$ cat src/rtl/rs5_pkg.sv
// Shared types and constants for the core-side memory port arbiter.
package rs5_pkg;

  // Which requester owns the access whose response arrives next cycle.
  typedef enum logic [1:0] {
    OWNER_NONE = 2'd0,
    OWNER_IF   = 2'd1,
    OWNER_LS   = 2'd2
  } arb_owner_e;

  // The shared memory returns read data this many cycles after acceptance.
  localparam int MEM_LATENCY = 1;

endpackage

$ cat src/rtl/mem_port_arbiter.sv
// Arbitrates one fixed-latency memory port between fetch and the LSU.
// Data accesses win by default; a streak counter bounds how long fetch can
// be starved, and a registered owner steers the late read data back.
module mem_port_arbiter
  import rs5_pkg::*;
#(
  parameter int DATA_BURST_MAX = 4
) (
  input  logic        clk,
  input  logic        reset,
  input  logic        if_req_i,
  input  logic [31:0] if_addr_i,
  output logic        if_gnt_o,
  output logic        if_stall_o,
  output logic        if_rvalid_o,
  output logic [31:0] if_rdata_o,
  input  logic        ls_req_i,
  input  logic [3:0]  ls_we_i,
  input  logic [31:0] ls_addr_i,
  input  logic [31:0] ls_wdata_i,
  output logic        ls_gnt_o,
  output logic        ls_rvalid_o,
  output logic [31:0] ls_rdata_o,
  output logic        mem_req_o,
  output logic [3:0]  mem_we_o,
  output logic [31:0] mem_addr_o,
  output logic [31:0] mem_wdata_o,
  input  logic [31:0] mem_rdata_i
);

  localparam int STREAK_W = $clog2(DATA_BURST_MAX + 1);
  localparam logic [STREAK_W-1:0] STREAK_MAX = STREAK_W'(DATA_BURST_MAX);

  logic [STREAK_W-1:0] r_streak;
  logic [STREAK_W-1:0] w_streakNext;
  arb_owner_e          r_owner;
  arb_owner_e          w_ownerNext;
  logic                w_ifGnt;
  logic                w_lsGnt;

  // Grant decision: the LSU wins unless fetch has waited through a full burst.
  // Nothing is granted while reset is held.
  always_comb begin
    w_ifGnt = 1'b0;
    w_lsGnt = 1'b0;
    if (!reset) begin
      if (ls_req_i && (!if_req_i || (r_streak < STREAK_MAX))) begin
        w_lsGnt = 1'b1;
      end else if (if_req_i) begin
        w_ifGnt = 1'b1;
      end
    end
  end

  // Memory-side mux: a fetch grant never writes, and an idle cycle drives no strobe.
  always_comb begin
    mem_req_o   = w_ifGnt | w_lsGnt;
    mem_we_o    = 4'b0000;
    mem_addr_o  = 32'h0;
    mem_wdata_o = 32'h0;
    if (w_lsGnt) begin
      mem_we_o    = ls_we_i;
      mem_addr_o  = ls_addr_i;
      mem_wdata_o = ls_wdata_i;
    end else if (w_ifGnt) begin
      mem_addr_o  = {if_addr_i[31:2], 2'b00};
    end
  end

  // Requester-facing grants, fetch stall and response routing.
  always_comb begin
    if_gnt_o    = w_ifGnt;
    ls_gnt_o    = w_lsGnt;
    if_stall_o  = if_req_i && !w_ifGnt && !reset;
    if_rvalid_o = (r_owner == OWNER_IF) && !reset;
    ls_rvalid_o = (r_owner == OWNER_LS) && !reset;
    if_rdata_o  = mem_rdata_i;
    ls_rdata_o  = mem_rdata_i;
  end

  // Next streak count and next owner from this cycle's grant.
  always_comb begin
    w_streakNext = r_streak;
    if (w_ifGnt || !if_req_i) begin
      w_streakNext = '0;
    end else if (w_lsGnt && (r_streak != STREAK_MAX)) begin
      w_streakNext = r_streak + STREAK_W'(1);
    end

    w_ownerNext = OWNER_NONE;
    if (w_ifGnt) begin
      w_ownerNext = OWNER_IF;
    end else if (w_lsGnt) begin
      w_ownerNext = OWNER_LS;
    end
  end

  // State registers; reset drops any response still owed.
  always_ff @(posedge clk) begin
    if (reset) begin
      r_streak <= '0;
      r_owner  <= OWNER_NONE;
    end else begin
      r_streak <= w_streakNext;
      r_owner  <= w_ownerNext;
    end
  end

endmodule

$ cat config.mk
export PLATFORM = sky130hd
export DESIGN_NAME = mem_port_arbiter
export DESIGN_NICKNAME = d
export VERILOG_FILES = /design/src/rtl/rs5_pkg.sv /design/src/rtl/mem_port_arbiter.sv
export SDC_FILE = /design/constraint.sdc
export NUM_CORES = 1
export LEC_CHECK = 0
export ABC_AREA = 1
export CORE_AREA = 2 2 106 108
export DETAILED_ROUTE_END_ITERATION = 6
export DIE_AREA = 0 0 108 110
export DONT_BUFFER_PORTS = 1
export SYNTH_ARGS = -nofsm -noshare
export SYNTH_HDL_FRONTEND = slang
export SYNTH_SLANG_ARGS = --single-unit
$ cat constraint.sdc
create_clock -name clk -period 2.7 [get_ports clk]
set_input_delay 0.54 -clock clk [delete_from_list [all_inputs] [get_ports clk]]
set_output_delay 0.54 -clock clk [all_outputs]
set_load 0.01 [all_outputs]
== After elaboration in Yosys (flattened, before gate mapping) ==
Cells that the tools add are included.
Operators by class
  add/sub/neg operators: 1
  magnitude comparators: 1
  equality and inequality tests: 3
  multiplexer cells: 11
  bitwise operators: 1
  reduce and logical (&&, ||, !) cells: 13
Operators with widths (number)
  two-way mux 32 bit: 3
  logical AND 1 bit: 6
  two-way mux 1 bit: 6
  two-way mux 4 bit: 1
  OR reduction 2 bit: 2
  adder 3 x 1 -> 3 bit (second input constant): 1
  zero test 1 bit: 3
  < comparator 3 bit (second input constant): 1
  inequality test 3 bit (second input constant): 1
  equality test 2 x 1 -> 1 bit (second input constant): 1
  equality test 2 bit (second input constant): 1
  logical OR 1 bit: 2
  two-way mux 2 bit: 1
  bitwise OR 1 bit: 1
Word-level totals
  register bits: 5
  input bits: 136
  output and inout port bits: 138
  logic and storage cells: 33

== Depth between registers and ports, before layout ==
Gate-level depths: netlist of the first run.
  depth in word-level cells: 8
  gate-level depth with buffers: 6
  mapped depth without buffers: 6

== Worst setup path after synthesis of the first run ==
OpenSTA, ideal clock, no wires.
  path kind: input-to-output
  start: input ls_req_i
  end: output mem_wdata_o[13]
  arrival time: 1124 ps
  data required time: 2160 ps
  path slack: 1036 ps
  stages: 4
  buffers on the path: 2
  cells stage by stage: buf_2 -> nand3_4 -> buf_4 -> nor2_1
On the way
  cells in the longest elaborated chain, start to end: 4
RTL lines
  start: declaration: RTL line mem_port_arbiter.sv:17  | input logic ls_req_i,
  logical AND 1 bit: RTL line mem_port_arbiter.sv:47  | if (ls_req_i && (!if_req_i || (r_streak < STREAK_MAX))) begin
  two-way mux 1 bit: RTL line mem_port_arbiter.sv:47
  two-way mux 1 bit: RTL line mem_port_arbiter.sv:46  | if (!reset) begin
  two-way mux 32 bit: RTL line mem_port_arbiter.sv:61  | if (w_lsGnt) begin
  end: declaration: RTL line mem_port_arbiter.sv:27  | output logic [31:0] mem_wdata_o,
Every way passes these cells.

== Worst setup path after layout of the first run ==
  start: register r_streak[2]
  end: output if_gnt_o
On the way
  cells in the longest elaborated chain, start to end: 5
RTL lines
  start: declaration: RTL line mem_port_arbiter.sv:34  | logic [STREAK_W-1:0] r_streak;
  start signal: assignment: RTL line mem_port_arbiter.sv:104  | r_streak <= w_streakNext;
  < comparator 3 bit: RTL line mem_port_arbiter.sv:47
  logical OR 1 bit: RTL line mem_port_arbiter.sv:47
  logical AND 1 bit: RTL line mem_port_arbiter.sv:47
  two-way mux 1 bit: RTL line mem_port_arbiter.sv:47
  two-way mux 1 bit: RTL line mem_port_arbiter.sv:46
  end: declaration: RTL line mem_port_arbiter.sv:13  | output logic if_gnt_o,
Every way passes these cells.

==> results_dict.tcl, run 1 <==
set metrics [dict create \
    grt_max_degree 43 \
    synth_edf_count 0 \
    relSlewSlack_pct 63.1 \
    num_vias 1488 \
    cp_max_fo 31 \
    die_area_um2 11900 \
    status "finished, final reports clean" \
    grt_pass1_vias 1048 \
    die_h_um 110 \
    clock-sinks 5 \
    swShare_pct 39.3 \
    core_area_um2 10700 \
    ys_seq_elements 5 \
    wl_mm 4.25 \
    max_stage_delay_ps 440 \
    cp_cell_sequence "nand2_2 -> nand2_2 -> nand2_1 -> nor2_1" \
    tritoncts "yes" \
    crit_top_cell "nand2_2" \
    slew_violations 0 \
    p_int_uw 213 \
    required_ps 2160 \
    ys_warn_count 0 \
    layout-drive-gt1-share_pct 6.54 \
    synth.distinct_cells 17 \
    finalHoldViolations 0 \
    chipWidth_um 108 \
    drc 0 \
    cts_htree_levels 1 \
    synthTopCellsByArea "buf_4 33%, nand4_1 12%, inv_1 10%, nor2_1 10%, nand3_1 9.9%" \
    postSynth.asyncResetShare_pct 0 \
    wl_per_cell_um 12.0 \
    crit_path_start_kind "flop" \
    p_total_uw 351 \
    portBuffers 0 \
    fin_crit_sh_pct 78.1 \
    slowest_stage "nand2_2" \
    setup_tns_ps 0 \
    grt-ovfl-total 0 \
    yosysMostFrequentCell "buf_4" \
    place_congestion 0.679 \
    hold_buffers 0 \
    first_pass_iters 4 \
    num-fill-cells 1279 \
    syn_area_um2 1620 \
    arrival_ps 1570 \
    fmax_ghz 0.474 \
    post_cts_buffers 0 \
    ant_nets 0 \
    grt_pass1_wl_mm 5.39 \
    diodes 0 \
    clock_latency_ps 230 \
    rsz0062_at_grt "false" \
    synth_flop_cell "dfxtp_1" \
    dpl.hpwl_mm 3.46 \
    path_delay_family "simple AND/OR/NAND/NOR gates" \
    clock_path_buffers 2 \
    crit_type "reg2out" \
    rows 38 \
    initial_utilization_pct 15.1 \
    p_per_area_nw_per_um2 277 \
    clockRootBuffer "clkbuf_8" \
    avgSynthCellArea_um2 5.57 \
    p_leak_uw 0.000725 \
    cts_buffers 3 \
    synth_commonest_cells "70 x buf_4, 45 x inv_1, 45 x nor2_1, 37 x nand2_1, 32 x nand3_1" \
    cts_resized 0 \
    drt_iter0_markers 78 \
    clk_pin_slew_ps 40 \
    via_per_inst 4.20 \
    tightestPinTransition_ps 552 \
    antenna_found_initial 0 \
    seq_area_frac_synth_pct 6.19 \
    fin_skew_ps 5.13 \
    grtUsageTotal_pct 5.76 \
    synth_fp_nets 428 \
    synth_cells 290 \
    final_cell_area_um2 1260 \
    nets 353 \
    fin_crit_ps 2110 \
    crit_buf_inv 0 \
    yosysTopAreaCell "buf_4" \
    hold_class "in2reg" \
    seq_power_share_pct 22.3 \
    pwr-share-comb_pct 37.4 \
    setup_violations 0 \
    placedInstanceArea_um2 1220 \
    cp-end-kind "primary output" \
    power.share.clock_pct 40.3 \
    cap_viol_max_count 0 \
    syn_to_final_growth_pct -21.7 \
    peakVddDrop_uv 107 \
    yosys.area.top_type_share_pct 32.5 \
    p_switching_uw 138 \
    ioPinCount 274 \
]
cell type report:
class                      instances  area, um2  share of cell area [%]
clock buffer                       4       45.0                    3.56
inverter                          47        176                    13.9
sequential                         5        100                    7.91
multi-input combinational        154        738                    58.4
timing repair buffer               4       30.0                    2.37
tap                              140        175                    13.8
through the flow:
step / worst slack, ps / utilization [%] / hold slack [ps] / std cells
after floorplan: 1040 / - / 511 / 290
after global placement: 627 / 11.4 / 547 / 350
after detailed placement: 604 / 11.4 / 555 / 350
after CTS: 564 / 11.8 / 432 / 354
after global routing: 408 / 11.8 / 423 / 354
final: 592 / 11.8 / 423 / 354
path summary, 6_finish.rpt:
path,from,endpoint,slack (ps),cells past startpoint
worst min register to register,r_streak[0]$_SDFFE_PP0P_,r_streak[0]$_SDFFE_PP0P_,550,3
worst max-delay path,r_streak[2]$_SDFFE_PP0P_,if_gnt_o,590,4
worst max register to register,r_streak[2]$_SDFFE_PP0P_,r_owner[0]$_SDFF_PP0_,1290,4
worst min-delay path,reset,r_owner[0]$_SDFF_PP0_,420,1
flip-flops by register name (all words and copies together) (netlist names):
| register | cells |
|---|---|
| r_owner | 2 |
| r_streak | 3 |
kinds of logic after synthesis:
family,count (synthesis),share of synthesized area [%]
compound gates,2,0.619
fa+ha+maj,2,1.55
buf+inv,131,48.1
flops,5,6.19
simple gates,150,43.5
worst register-to-register path, stage by stage (launching register included):
cell	delay, ps
dfxtp_1	420
nand2_2	120
nand2_2	440
nand2_1	140
nor2_1	190
power groups by stage:
stage / Sequential, uW / Clock, uW / Combinational (uW)
global placement: 79.3 / 0 / 132
detailed placement: 79.4 / 0 / 133
CTS: 78.3 / 143 / 133
finish: 78.3 / 141 / 131
global route: 78.6 / 147 / 149
floorplan: 79.1 / 0 / 225
routing by layer:
layer | part of all wire (%) | wire (um) | track usage [%]
met1 | 35 | 1480 | 6.52
met2 | 52 | 2220 | 10.4
met3 | 10 | 437 | 1.23
met4 | 2.5 | 108 | 2.56
met5 | 0 | 0 | 0
cell usage in the layout, fill, tap and decap left out, drive strengths merged:
cell type  netlist  routed
buf             84       4
nor2            46      46
nor3             1       1
ha               2       2
inv             47      47
o21ai            2       2
nand2           39      39
clkbuf           0       4
dfxtp            5       5
nand3           33      33
or2              1       1
nand4           30      30
Power figures use the tool's default switching activity.
==> run 2, diff against run 1 <==
Clock period 2.7 ns to 1.8 ns, I/O delays scaled along.
==> results_dict.tcl, run 2 (synthesized netlist as in run 1, its figures left out) <==
set metrics [dict create \
    clk_pin_slew_ps 30 \
    slowest_stage "dfxtp_1" \
    worst_slack_ps 129 \
    required_ps 1440 \
    place_ws_ps 292 \
    power.share.clock_pct 36.8 \
    regMostFlops "r_streak" \
    chipWidth_um 108 \
    diodes 0 \
    swShare_pct 37.4 \
    peakVddDrop_uv 115 \
    rsz0062_at_grt "true" \
    fin_crit_sh_pct 92.8 \
    wl_per_cell_um 11.4 \
    grt_pass1_wl_mm 5.64 \
    place_congestion 0.684 \
    first_pass_iters 4 \
    status "finished, final reports clean" \
    crit_top_cell "buf_4" \
    seq_power_share_pct 21.0 \
    cp_max_fo 20 \
    rows 38 \
    die_area_um2 11900 \
    initial_utilization_pct 15.1 \
    fmax_ghz 0.599 \
    nets 381 \
    syn_to_final_growth_pct -8.20 \
    fin_crit_ps 1670 \
    placedInstanceArea_um2 1430 \
    grt_pass1_vias 1194 \
    core_area_um2 10700 \
    crit_buf_inv 2 \
    final_cell_area_um2 1480 \
    cp-end-kind "primary output" \
    clock_path_buffers 2 \
    cts_htree_levels 1 \
    arrival_ps 1310 \
    drt_iter0_markers 47 \
    ant_nets 0 \
    num_vias 1561 \
    cts_buffers 3 \
    hold_buffers 0 \
    clock-sinks 5 \
    crit_type "reg2out" \
    dpl.hpwl_mm 3.71 \
    antenna_found_initial 0 \
    grt-ovfl-total 0 \
    wl_mm 4.37 \
    fin_skew_ps 0.101 \
    drc 0 \
    ioPinCount 274 \
    relSlewSlack_pct 74.8 \
    timing.hold.ws_ps 213 \
    p_total_uw 560 \
    hold_class "in2reg" \
    post_cts_buffers 0 \
    cap_viol_max_count 0 \
    layout-drive-gt1-share_pct 17.4 \
    cp_cell_sequence "nand2_2 -> nand3_4 -> buf_4 -> nor2_1 -> buf_4" \
    clock_latency_ps 220 \
    grt_max_degree 34 \
    via_per_inst 4.09 \
    portBuffers 0 \
    crit_path_start_kind "flop" \
    path_delay_family "flip-flops" \
    p_switching_uw 209 \
    clockRootBuffer "clkbuf_8" \
    setup_tns_ps 0 \
    p_per_area_nw_per_um2 377 \
    final_cell_mix "45 x inv_1, 45 x nor2_1, 37 x nand2_1, 32 x nand3_1, 31 x buf_4" \
    pwr-share-comb_pct 42.2 \
    p_int_uw 351 \
    reg_top3 "r_streak: 3 flops, r_owner: 2 flops" \
    die_h_um 110 \
    tightestPinTransition_ps 375 \
    finalHoldViolations 0 \
    max_stage_delay_ps 390 \
    setup_violations 0 \
    p_leak_uw 0.000871 \
    grtUsageTotal_pct 6.04 \
    slew_violations 0 \
    tritoncts "yes" \
    largest_register_ffs 3 \
]
[run 2: layout make-up]
| type | count | area, um2 |
|---|---|---|
| clock buffers | 4 | 45.0 |
| fillers | 1279 | 9210 |
| inverters | 47 | 176 |
| multi-input cells | 154 | 743 |
| flip-flops and latches | 5 | 100 |
| well taps | 140 | 175 |
| repair buffers | 32 | 244 |
[run 2: path summary, 6_finish.rpt]
kind                       startpoint                  endpoint  slack [ps]  cells after the start
min reg2reg  r_streak[0]$_SDFFE_PP0P_  r_streak[0]$_SDFFE_PP0P_         570                      3
max reg2reg  r_streak[2]$_SDFFE_PP0P_  r_streak[2]$_SDFFE_PP0P_         700                      4
max          r_streak[2]$_SDFFE_PP0P_           mem_wdata_o[29]         130                      5
min                             reset     r_owner[0]$_SDFF_PP0_         210                      1
[run 2: per-layer routing]
layer / track usage (%) / vias to the layer above / share of wire [%]
met3: 1.06 / 21 / 10
li1: - / 743 / -
met2: 11.4 / 124 / 52
met5: 0 / - / 0
met4: 3.39 / 0 / 2.9
met1: 6.34 / 673 / 35
[run 2: what timing repair did]
item | 4_1_cts | 5_1_grt
endpoints found under the setup margin | 0 | 19
resized for setup | 0 | 2
hold endpoints to repair | 0 | 0
[run 2: power groups by stage]
stage               logic [uW]  registers, uW  clock network, uW
detailed placement         237            119                  0
finish                     236            118                206
global route               265            118                223
global placement           236            119                  0
CTS                        238            118                214
floorplan                  338            119                  0
[run 2: worst reg2reg max path, stage by stage, from the launching register on]
cell and delay (ps):
dfxtp_1 390, nand2_2 140, buf_4 220, nand3_1 170, nor2_1 70
[run 2: through the flow]
step	std cells	utilization, %
floorplan	290	-
global placement	378	13.4
detailed placement	378	13.4
CTS	382	13.8
global route	382	13.9
finish	382	13.9
